$ cat config.mk
export PLATFORM = sky130hd
export DESIGN_NAME = mem_access_unit
export DESIGN_NICKNAME = d
export VERILOG_FILES = /design/src/rtl/mips_mem_pkg.sv /design/src/rtl/mem_access_unit_wait_counter.sv /design/src/rtl/mem_access_unit.sv
export SDC_FILE = /design/constraint.sdc
export NUM_CORES = 1
export LEC_CHECK = 0
export BUFFER_PORTS_ARGS = -buffer_cell sky130_fd_sc_hd__buf_2
export CELL_PAD_IN_SITES_DETAIL_PLACEMENT = 0
export CELL_PAD_IN_SITES_GLOBAL_PLACEMENT = 1
export CORE_MARGIN = 4
export CORE_UTILIZATION = 32
export DETAILED_ROUTE_END_ITERATION = 6
export PLACE_DENSITY_LB_ADDON = 0.1
export REMOVE_ABC_BUFFERS = 1
export SLEW_MARGIN = 20
export SYNTH_ARGS = -nofsm -noshare
export SYNTH_HDL_FRONTEND = slang
export SYNTH_SLANG_ARGS = --single-unit
export TNS_END_PERCENT = 5
$ cat constraint.sdc
create_clock -name clock -period 4.2 [get_ports clock]
set_input_delay 0.42 -clock clock [delete_from_list [all_inputs] [get_ports clock]]
set_output_delay 0.42 -clock clock [all_outputs]
set_load 0.02 [all_outputs]
$ cat src/rtl/mips_mem_pkg.sv
// mips_mem_pkg: shared state encoding, memory map constants and IorD select codes for the multicycle MIPS memory path.
package mips_mem_pkg;
  typedef enum logic [1:0] {IDLE = 2'd0, ACCESS = 2'd1, DONE = 2'd2} state_t;
  localparam logic [31:0] DATA_SPLIT_BASE = 32'h1000_0000;
  localparam logic [31:0] TEXT_BASE = 32'h0040_0000;
  localparam logic SEL_PC = 1'b0;
  localparam logic SEL_ALU = 1'b1;
endpackage

$ cat src/rtl/mem_access_unit_wait_counter.sv
// wait_counter: loadable down-counter with zero flag that holds at zero; shared by multicycle stalls.
module wait_counter #(
  parameter int W = 4
) (
  input  logic         clk,
  input  logic         rst,
  input  logic         load,
  input  logic [W-1:0] load_val,
  input  logic         dec,
  output logic [W-1:0] count,
  output logic         zero
);
  assign zero = count == '0;
  always_ff @(posedge clk or posedge rst)
    if (rst) count <= '0;
    else if (load) count <= load_val;
    else if (dec && !zero) count <= count - 1'b1;
endmodule

$ cat src/rtl/mem_access_unit.sv
// mem_access_unit: handshaked fetch/load/store sequencer in front of the unified memory, capturing into IR or MDR.
// Optional MEM_WRITE_PROTECT_EN faults stores addressed below DATA_SPLIT instead of issuing them.
module mem_access_unit
  import mips_mem_pkg::*;
#(
  parameter int               WIDTH       = 32,
  parameter int               WAIT_CYCLES = 1,
  parameter logic [WIDTH-1:0] DATA_SPLIT  = WIDTH'(DATA_SPLIT_BASE)
) (
  input  logic             clock,
  input  logic             reset,
  input  logic             req_i,
  input  logic             we_i,
  input  logic             i_or_d_i,
  input  logic             ir_load_i,
  input  logic [WIDTH-1:0] pc_i,
  input  logic [WIDTH-1:0] alu_out_i,
  input  logic [WIDTH-1:0] wdata_i,
  input  logic [WIDTH-1:0] mem_rdata_i,
  output logic [WIDTH-1:0] mem_addr_o,
  output logic [WIDTH-1:0] mem_wdata_o,
  output logic             mem_we_o,
  output logic [WIDTH-1:0] instr_o,
  output logic [WIDTH-1:0] mdr_o,
  output logic             busy_o,
  output logic             done_o,
  output logic             fault_o
);
`ifdef MEM_WRITE_PROTECT_EN
  localparam logic PROTECT = 1'b1;
`else
  localparam logic PROTECT = 1'b0;
`endif
  state_t           state, next_state;
  logic [WIDTH-1:0] addr_q, wdata_q, instr_q, mdr_q, sel_addr;
  logic             we_q, ir_load_q, bad_q, bad_d, accept, last, cnt_zero;
  logic [3:0]       cnt;
  assign sel_addr = i_or_d_i == SEL_ALU ? alu_out_i : pc_i;
  // A faulting access still walks through ACCESS so its timing matches a good one.
  assign bad_d = |sel_addr[1:0] || (PROTECT && we_i && sel_addr < DATA_SPLIT);
  assign accept = state == IDLE && req_i;
  assign last = state == ACCESS && cnt_zero;
  always_comb begin
    next_state = state == IDLE   ? (req_i ? ACCESS : IDLE) :
                 state == ACCESS ? (cnt_zero ? DONE : ACCESS) : IDLE;
  end
  assign busy_o = state == ACCESS;
  assign done_o = state == DONE;
  assign fault_o = done_o && bad_q;
  assign mem_we_o = last && we_q && !bad_q;
  assign mem_addr_o = addr_q;
  assign mem_wdata_o = wdata_q;
  assign instr_o = instr_q;
  assign mdr_o = mdr_q;
  wait_counter #(.W(4)) u_wait (
    .clk      (clock),
    .rst      (reset),
    .load     (accept),
    .load_val (4'(WAIT_CYCLES - 1)),
    .dec      (busy_o),
    .count    (cnt),
    .zero     (cnt_zero)
  );
  always_ff @(posedge clock or posedge reset)
    if (reset) begin
      state <= IDLE;
      addr_q <= '0;
      wdata_q <= '0;
      we_q <= 1'b0;
      ir_load_q <= 1'b0;
      bad_q <= 1'b0;
      instr_q <= '0;
      mdr_q <= '0;
    end else begin
      state <= next_state;
      if (accept) begin
        addr_q <= sel_addr;
        wdata_q <= wdata_i;
        we_q <= we_i;
        ir_load_q <= ir_load_i;
        bad_q <= bad_d;
      end
      if (last && !we_q && !bad_q) begin
        if (ir_load_q) instr_q <= mem_rdata_i;
        else mdr_q <= mem_rdata_i;
      end
    end
endmodule

# Word-level counts from Yosys, hierarchy flattened
# Cells that the tools add are included.
# W data, S select, Z words.
totals:
  reg_bits: 137
  inputBits: 134
classes:
  addsub: 1
  n_eq_ne: 2
  mux: 7
  bitwise_logic: 1
  reduce_logical: 17
op_table:
  columns: ["cell", "count"]
  rows:
  - ["$mux W32", 1]
  - ["$logic_and A1 B1 Y1", 8]
  - ["$mux W4", 2]
  - ["$mux W2", 3]
  - ["$logic_not A4 Y1", 1]
  - ["$reduce_and A2 Y1", 2]
  - ["$sub A4 B1 Y4 const B", 1]
  - ["$logic_not A1 Y1", 3]
  - ["$eq A2 B1 Y1 const B", 1]
  - ["$eq A2 B2 Y1 const B", 1]
  - ["$logic_not A2 Y1", 1]
  - ["$reduce_bool A2 Y1", 1]
  - ["$reduce_or A2 Y1", 1]
  - ["$mux W1", 1]
  - ["$not A1 Y1", 1]

# Logic depth before layout (Yosys ltp)
# Gate-level depths: netlist (run 1).
logic_depth:
  depth_word: 5
  mapped_depth: 7

# By module
# From an unflattened synthesis (run 1), not the netlist that was laid out.
hier_totals:
  hier_cells: 394
  area_unflattened_um2: 5686.7
modules_own_cells:
  columns: ["mod", "n_inst", "cells_per_inst", "area_each_um2", "seq_area_each_um2"]
  rows:
  - ["mem_access_unit", 1, 366, 5425.2, 3328.2]
  - ["wait_counter", 1, 28, 261.5, 100.1]

# Least setup slack after synthesis (run 1)
# No wires, ideal clock.
synth_path:
  kind: "register to register"
  from: "register u_wait.count[0]"
  to: "register instr_q[0], in the netlist instr_o[0]"
  setup_ns: 0.125
  t_arrival_ns: 2.130
  path_slack_ns: 1.945
  stages_incl_launch_ff: 8
  path_buffers: 2
  cell_sequence: "dfrtp_1 > inv_1 > ha_1 > or3b_4 > or4_4 > buf_6 > buf_12 > mux2_4"
synth_via:
  elab_chain_cells: 5
synth_rtl:
  columns: ["element", "line_no", "rtl"]
  rows:
  - ["from (decl)", "mem_access_unit_wait_counter.sv:10", "output logic [W-1:0] count,"]
  - ["from (signal assigned)", "mem_access_unit_wait_counter.sv:16", "else if (load) count <= load_val;"]
  - ["from (signal assigned)", "mem_access_unit_wait_counter.sv:17", "else if (dec && !zero) count <= count - 1'b1;"]
  - ["$logic_not A4 Y1", "mem_access_unit_wait_counter.sv:13", "assign zero = count == '0;"]
  - ["$logic_and A1 B1 Y1", "mem_access_unit.sv:42", "assign last = state == ACCESS && cnt_zero;"]
  - ["$logic_and A1 B1 Y1 (2 in a row)", "mem_access_unit.sv:83", "if (last && !we_q && !bad_q) begin"]
  - ["$reduce_and A2 Y1 (no source line)", null, null]
  - ["to (signal assigned)", "mem_access_unit.sv:84", "if (ir_load_q) instr_q <= mem_rdata_i;"]
  - ["to (decl)", "mem_access_unit.sv:35", "logic [WIDTH-1:0] addr_q, wdata_q, instr_q, mdr_q, sel_addr;"]
# Every way passes these cells.
# A chain may end at the register's enable or synchronous reset.

# Worst setup path in the final report (run 1)
layout_path:
  from: "register u_wait.count[0]"
  to: "register instr_q[5], in the netlist instr_o[5]"
# Same word-level chain as after synthesis.

==> results summary, run 1 <==
The worst-case register-to-register setup slack is 1.70 ns. After synthesis, the netlist uses 30 different library cells. The core box area is 0.0172 mm2. The area share of the largest cell type after synthesis came out at 60.9%.

The capture endpoint of the worst hold path is mem_wdata_o[0]$_DFFE_PP0P_. The via count of the first global-routing pass was 4310. At the worst endpoint, the required time is 4.49 ns. The number of max-cap violations came out at 0. The total overflow left after global routing is 0. The slew at the pin with the worst max-slew slack came out at 0.911 ns.

In the synthesized netlist, the cells that appear most often are sky130_fd_sc_hd__dfrtp_1 (137), sky130_fd_sc_hd__nand2_1 (135), sky130_fd_sc_hd__mux2_2 (34), sky130_fd_sc_hd__mux2i_1 (34), sky130_fd_sc_hd__o21ai_0 (34). The total of buffers placed on input and output ports came out at 265. The depth of the CTS H-tree is 4. The cell area after layout came out at 0.00773 mm2. The worst-case IR drop observed on VDD is 501 uV. The fraction of final layout cells sized beyond drive strength 1 is 50.8%. The number of buffers created by CTS came out at 17.

The vertical extent of the die came out at 141 um. Setup violations remaining at the end of the flow were counted as 0. Once placement completed, the tool counted placed cells totaling 928.

In the post-synthesis netlist, the biggest area contributors are sky130_fd_sc_hd__dfrtp_1 (61%), sky130_fd_sc_hd__nand2_1 (9.0%), sky130_fd_sc_hd__mux2_4 (8.0%), sky130_fd_sc_hd__mux2_2 (6.8%), sky130_fd_sc_hd__mux2i_1 (6.0%). For this configuration, the core starts out at a cell density of 32.7%. The routed wire length is 14.7 mm. The overall die area came out at 0.0198 mm2. The power per standard cell area came out at 831 mW/mm2. The clock edge transition at the registers on the reported setup and hold paths is 0.06 ns.

The final worst setup slack is 1.70 ns. The mapped cell area is 0.00563 mm2. Multiplexer cells account for 20.9% of the synthesized area.

The minimum period implied by the final worst setup slack came out at 2.50 ns. The final count of hold timing violations came out at 0. Setup repair after global routing left no endpoint under its margin. The depth of the worst register-to-register path came out at 5.

The complex-gate fraction of the synthesized area is 3.69%. The die outline width is 141 um. The worst register-to-register path ends at instr_o[5]$_DFFE_PP0P_. The area share of xor/xnor cells in the synthesized design came out at 0%. Headroom to the max-slew limit came out at 39.3%. The global placement routability congestion came out at 0.757. The dominant cell by count in the synthesized netlist is sky130_fd_sc_hd__dfrtp_1. The total number of vias came out at 4255. The number of DRC markers in iteration 0 is 147. The share of total power in combinational logic is 42.8%.

Summing the areas of all and, or, nand and nor instances in the mapped netlist gives 11.2% of the synthesized area. The total clock sinks is 137. The number of warning messages in the yosys log is 0. The detailed placer's ending HPWL came out at 10.6 mm. The largest net degree at the start of global routing is 106. The synthesis-stage register bit count is 137. The cell at the root of the clock tree is sky130_fd_sc_hd__clkbuf_16. The portion of the post-synthesis area used by sequential elements came out at 60.9%. The final worst-path cycle share came out at 59.6%. The DRC violation count after routing is 0.

The relative contribution of sequential cells to total power is 36.3%. Across all hold checks on the routed design, the worst slack comes to 0.198 ns. Dividing the detail-routed wire length by the instance count gives 15.2 um. The startpoint identified for the worst hold timing path is wdata_i[0].

The synthesized netlist devotes 0.222% of its cell area to adder and majority cells. The clock latency of the later-clocked register in the worst-skew pair came out at 0.41 ns. Counting instances, the worst hold path has a depth of 3.

The total inserted antenna cells came out at 0. The combinational family with the most area after synthesis is multiplexers. The count of placed standard cells in the final layout, fillers left out came out at 963. The post-place setup slack came out at 1.72 ns. The worst hold path belongs to the class in -> reg. The TritonCTS clock tree is yes. The worst setup path is of the reg -> reg kind. The number of cells upsized or downsized after cts is 0. The internal power component is 0.00384 W.

The largest fanout on the critical path is 32. The all-layer global routing usage is 14.6%. The flow ran to the end, and the final reports show no timing, DRC or antenna violations. The global-route wire length before repair is 22.8 mm. The number of flops mapped to enable cells by yosys came out at 0. The final-layout fill cell count is 1653.

The static leakage is 4.16 nW. The total number of placement rows is 48. The number of buffers added for setup after CTS came out at 0.

The setup total negative slack came out at 0 ns. The switching share of total power is 40.2%. The maximum clock path buffer count is 2. The final-stage net count is 860.

STA classifies the critical path endpoint as a flip-flop. The top achievable clock speed is 400 MHz. The startpoint class of the critical path is a flip-flop. The clock network fraction of total power came out at 20.9%. The share of flip-flops with an asynchronous set or reset is 100%. The startpoint identified for the worst register-to-register timing path is u_wait.count[0]$_DFFE_PP0P_.

The final setup skew is 0.00730 ns. For this run, the detailed router's first-pass iteration total came to 7. The most frequently used flop master after synthesis is sky130_fd_sc_hd__dfrtp_1. The placement-stage cell area is 0.00713 mm2. The via-per-instance ratio came out at 4.42. The data arrival time of the worst path is 2.79 ns.

From synthesis to final layout, the design area changed by 37.4%. The count of pins over their slew limit is 0. Once detail routing completed, the nets flagged for antenna violations numbered 0. The initial antenna violation count came out at 1. sky130_fd_sc_hd__dfrtp_1 takes more of the synthesized area than any other cell. The net switching power figure came out at 0.00259 W. In this run the mean area of a mapped cell was 12.2 um2. The cell count after synthesis came out at 460.

The boundary pin count is 266.
how the worst max path moves through the flow:
stage	startpoint	to	slack, ns	cells after the start
6_report	u_wait.count[0]$_DFFE_PP0P_	instr_o[5]$_DFFE_PP0P_	1.70	5
5_1_grt	u_wait.count[0]$_DFFE_PP0P_	instr_o[5]$_DFFE_PP0P_	1.61	5
4_1_cts	u_wait.count[0]$_DFFE_PP0P_	instr_o[5]$_DFFE_PP0P_	1.71	5
3_5_place_dp	u_wait.count[0]$_DFFE_PP0P_	instr_o[5]$_DFFE_PP0P_	1.72	5
3_3_place_gp	u_wait.count[0]$_DFFE_PP0P_	instr_o[9]$_DFFE_PP0P_	1.77	5
2_1_floorplan	reset	bad_q$_DFFE_PP0P_	0.11	1
sequential cells by signal (all words and copies together), names as in the netlist:
| signal | count |
|---|---|
| instr_o | 32 |
| mem_addr_o | 32 |
| bad_q | 1 |
| u_wait.count | 4 |
| mdr_o | 32 |
| ir_load_q | 1 |
| mem_wdata_o | 32 |
| we_q | 1 |
| state | 2 |
cell families after synthesis:
kind of cell	after synthesis
AOI/OAI and AO/OA	39
adders and majority gates	1
buffers and inverters	31
DFF	137
muxes	98
and+or+nand+nor	154
layout by cell type, fill, tap and decap left out, types with 2 or more instances in the layout:
cell type                    Yosys  final
sky130_fd_sc_hd__a21o_2          2      2
sky130_fd_sc_hd__buf_16          0      2
sky130_fd_sc_hd__buf_2           0    265
sky130_fd_sc_hd__buf_4           0      3
sky130_fd_sc_hd__clkbuf_16       0     17
sky130_fd_sc_hd__clkinv_2        0      4
sky130_fd_sc_hd__clkinv_4        0      2
sky130_fd_sc_hd__clkinvlp_4      0      6
sky130_fd_sc_hd__dfrtp_1       137    137
sky130_fd_sc_hd__inv_1           6      5
sky130_fd_sc_hd__inv_6           0      3
sky130_fd_sc_hd__mux2_2         34     34
sky130_fd_sc_hd__mux2_4         30     30
sky130_fd_sc_hd__mux2i_1        34     34
sky130_fd_sc_hd__nand2_1       135    135
sky130_fd_sc_hd__nand2b_1        2      2
sky130_fd_sc_hd__nand4_1         2      2
sky130_fd_sc_hd__nor2_1          2      2
sky130_fd_sc_hd__nor4_1          3      3
sky130_fd_sc_hd__o21ai_0        34     34
sky130_fd_sc_hd__or3b_4          1      2
layer usage:
metal	wire length, um	GRT usage (%)	part of all wire (%)
met3	1680	6.85	11
met2	6420	21.8	44
met4	246	5.41	1.7
met5	13	0	0.089
met1	6290	18.6	43
power groups by stage:
stage	sequential (W)	combinational, W	clock, W
CTS	0.00234	0.00278	0.00139
floorplan	0.00308	0.000992	0
global route	0.00242	0.00299	0.00145
detailed placement	0.00235	0.00278	0
global placement	0.00234	0.00274	0
finish	0.00233	0.00275	0.00134
per-stage QoR:
| step | total power, W | utilization, % |
|---|---|---|
| floorplan | 0.00407 | - |
| global placement | 0.00508 | 41.3 |
| detailed placement | 0.00513 | 41.3 |
| CTS | 0.00651 | 44.5 |
| global route | 0.00686 | 44.9 |
| finish | 0.00643 | 44.9 |
layout make-up:
type                    count  area (um2)  share of cell area (%)
clock buffers              18         439                    5.68
flip-flops and latches    137        3430                    44.3
repair buffers            271        1410                    18.3
inverters                   6        27.5                   0.356
clock inverters            14         100                    1.29
multi-input cells         292        2040                    26.4
well taps                 225         282                    3.64
critical path, stage by stage, from the launching register on:
cell and delay, ns:
sky130_fd_sc_hd__dfrtp_1 0.39, sky130_fd_sc_hd__inv_1 0.08, sky130_fd_sc_hd__ha_1 0.23, sky130_fd_sc_hd__or3b_4 0.43, sky130_fd_sc_hd__or4_4 0.83, sky130_fd_sc_hd__mux2_4 0.40
what timing repair did:
action	CTS	global route
setup endpoints to repair	0	0
endpoints found under the hold margin	0	30
hold buffers	0	1
(Power assumes the default switching activity.)
==> inputs of run 2 (changes only) <==
Settings changed: CORE_UTILIZATION 32 to 35.
Clock period 4.2 ns to 2.4 ns, I/O delays scaled along.
==> run 2 against run 1 <==
Against the previous run: register-to-register slack worse by 1.6 ns; non-clock buffer count up 22; critical path depth up 1; utilization up 5.6 points; design area up 3.3%; clock power up 95%; sequential power up 75%; power up 80%; first-iteration DRC count up 4.8%; flip-flop and latch count unchanged; cell count up 1.2%; critical path type unchanged; critical endpoint is now instr_o[15]$_DFFE_PP0P_; largest cell class unchanged.
==> results summary, run 2 (same netlist as run 1, synthesis figures left out) <==
The routed length on met2 is 7.18 mm (+12%). The number of cells upsized or downsized after cts is 0 (unchanged). The number of DRC markers in iteration 0 is 154 (+4.8%).

The data required time at the worst endpoint came to 2.69 ns (-1.80 ns). The number of iterations in the first detailed-routing pass is 4 (-3). The number of antenna-violating nets in the routed design is 0 (unchanged). The overall die area came out at 0.0182 mm2 (-8.1%). The static leakage came out at 4.29 nW (+3.0%). The final-stage net count is 882 (+2.6%). The average wire per cell in the routed design is 15.5 um (+2.2%).

The depth of the CTS H-tree came to 4 (unchanged). The count of pins over their slew limit came out at 0 (unchanged). The library cells used most frequently in the layout, excluding fill and tap cells, are sky130_fd_sc_hd__buf_2 (265), sky130_fd_sc_hd__dfrtp_1 (137), sky130_fd_sc_hd__nand2_1 (135). The power per standard cell area came out at 1450 mW/mm2 (+74%). The global-route wire length before repair is 24.1 mm (+5.7%). Setup repair after global routing left no endpoint under its margin. The total of buffers placed on input and output ports is 265 (unchanged). The boundary pin count was 266 (unchanged). The number of buffers added for setup after CTS is 0 (unchanged). The library cell contributing the largest single delay on the critical path is sky130_fd_sc_hd__or4_4.

The fraction of final layout cells sized beyond drive strength 1 was 49.4% (-1.4 points). The total clock sinks came out at 137 (unchanged). The count of endpoints failing setup in the final report is 0 (unchanged). The total area of multi-input combinational cells came to 0.00203 mm2 (-0.31%).

The setup total negative slack is 0 ns (unchanged). The hold-critical path depth came out at 3 (unchanged). The final count of hold timing violations is 0 (unchanged). The total number of placement rows was 46 (-4.2%). The storage element area came out at 0.00343 mm2 (unchanged). The top achievable clock speed was 439 MHz (+9.9%).

The worst setup path is of the reg -> reg kind. The clock latency of the later-clocked register in the worst-skew pair came out at 0.41 ns (about the same). The depth of the worst register-to-register path is 6 (+1).

The largest net degree at the start of global routing is 103 (-2.8%). The worst hold path begins at wdata_i[6]. The worst-case register-to-register setup slack is 0.12 ns (-1.57 ns). The maximum clock path buffer count is 2 (unchanged). The detailed route wirelength on metal3 is 1.48 mm (-12%). The DRC violation count after routing is 0 (unchanged).

Clock tree synthesis selected as its root buffer the cell sky130_fd_sc_hd__clkbuf_16. The core box area is 0.0158 mm2 (-8.2%). The number of buffers created by CTS is 17 (unchanged).

The minimum period implied by the final worst setup slack came to 2.28 ns (-0.225 ns). The number of max-cap violations came to 0 (unchanged). The final-layout fill cell count is 1464 (-11%). The all-layer global routing usage came out at 16.9% (+2.3 points). The total power of the final layout is 0.0116 W (+80%). The delay of the slowest cell on the worst path was 0.54 ns (-0.29 ns). The total number of vias came out at 4434 (+4.2%). The final hold slack is 0.0215 ns (-0.176 ns). The run finished with clean final reports.

The detailed placer's ending HPWL is 11.0 mm (+3.6%). The most common cell after layout, fill and taps aside is sky130_fd_sc_hd__buf_2. The highest metal layer carrying signal wires in the routed design is met5. The largest fanout on the critical path came to 32 (unchanged). The initial antenna violation count came out at 2 (+1). The total global routing overflow is 0 (unchanged). The clock edge transition at the registers on the reported setup and hold paths is 0.06 ns (about the same). The vertical extent of the die is 135 um (-4.1%). The critical register-to-register path endpoint is instr_o[15]$_DFFE_PP0P_. TritonCTS built the clock tree. The most critical setup path has its startpoint at u_wait.count[0]$_DFFE_PP0P_.

The via-per-instance ratio was 4.55 (+2.9%). The via count of the first global-routing pass was 4578 (+6.2%). The area added between synthesis and finish came out at 41.9%. The classification of the worst-slack hold path is in -> reg.

In this run the critical register-to-register path is launched from u_wait.count[0]$_DFFE_PP0P_. The data arrival time of the worst path came out at 2.57 ns (-0.22 ns). The worst hold path terminates at mem_wdata_o[6]$_DFFE_PP0P_. The count of hold-fix buffers inserted at cts came out at 19 (+19). The global placement routability congestion is 0.755 (-0.19%).

The total inserted antenna cells is 0 (unchanged). The die outline width is 135 um (-4.1%). The maximum resistive drop on vdd came out at 547 uV (+9.1%). The count of buffer and inverter cells on the critical path was 2 (+1). The endpoint kind of the worst setup timing path is a flip-flop.

The effective utilization at floorplan is 35.6% (+2.9 points). STA classifies the critical path startpoint as a flip-flop. The relative max-transition margin came out at 65.8% (+27 points). The slew at the pin with the worst max-slew slack is 0.513 ns (-0.398 ns).

The final worst-path cycle share is 94.8% (+35 points). The critical path goes through inv_1, ha_1, or3b_4, or4_4, buf_12, mux2_4. The cell family contributing the most delay on the critical path is simple AND/OR/NAND/NOR gates.

The routed wire length came out at 15.2 mm (+3.5%). The final setup skew came out at 0.00789 ns (+0.000597 ns). The wire length the detailed router placed on met1 is 6.22 mm (-1.1%).
## run 2: final cells by class
| cell class | count | area share (%) |
|---|---|---|
| clock inverters | 11 | 1.86 |
| well taps | 216 | 3.38 |
| multi-input cells | 292 | 25.5 |
| clock buffers | 20 | 5.47 |
| flip-flops and latches | 137 | 42.9 |
| inverters | 6 | 0.345 |
| repair buffers | 293 | 20.6 |
## run 2: power breakdown
group,total (W),switching [W],internal (W),leakage (nW)
Sequential,0.00408,0.000611,0.00347,1.65
Clock,0.00261,0.000976,0.00163,0.276
Combinational,0.00488,0.00293,0.00194,2.36
## run 2: per-layer routing
metal,vias to the layer above,GRT usage [%]
li1,2110,-
met1,2114,20.5
met2,180,27.0
met3,26,6.93
met4,4,6.00
met5,-,0
## run 2: per-stage QoR
stage / cell area [um2] / std cells / setup slack [ns] / util (%)
floorplan: 5480 / 435 / -1.51 / -
global placement: 7180 / 924 / 0.209 / 45.4
detailed placement: 7180 / 924 / 0.140 / 45.4
CTS: 7960 / 974 / 0.128 / 50.3
global route: 7990 / 975 / 0.0543 / 50.5
finish: 7990 / 975 / 0.124 / 50.5
## run 2: worst register-to-register path, delay by kind of cell, from the launching register on
kind	cells	cell delay (ns)
fa+ha+maj	1	0.17
flops	1	0.39
simple gates	2	0.96
buf+inv	2	0.30
mux	1	0.35
## run 2: worst max path at each step
stage | endpoint | cells after the start
6_report | instr_o[15]$_DFFE_PP0P_ | 6
5_1_grt | instr_o[7]$_DFFE_PP0P_ | 6
4_1_cts | instr_o[12]$_DFFE_PP0P_ | 6
3_5_place_dp | instr_o[10]$_DFFE_PP0P_ | 6
3_3_place_gp | instr_o[25]$_DFFE_PP0P_ | 6
2_1_floorplan | bad_q$_DFFE_PP0P_ | 1
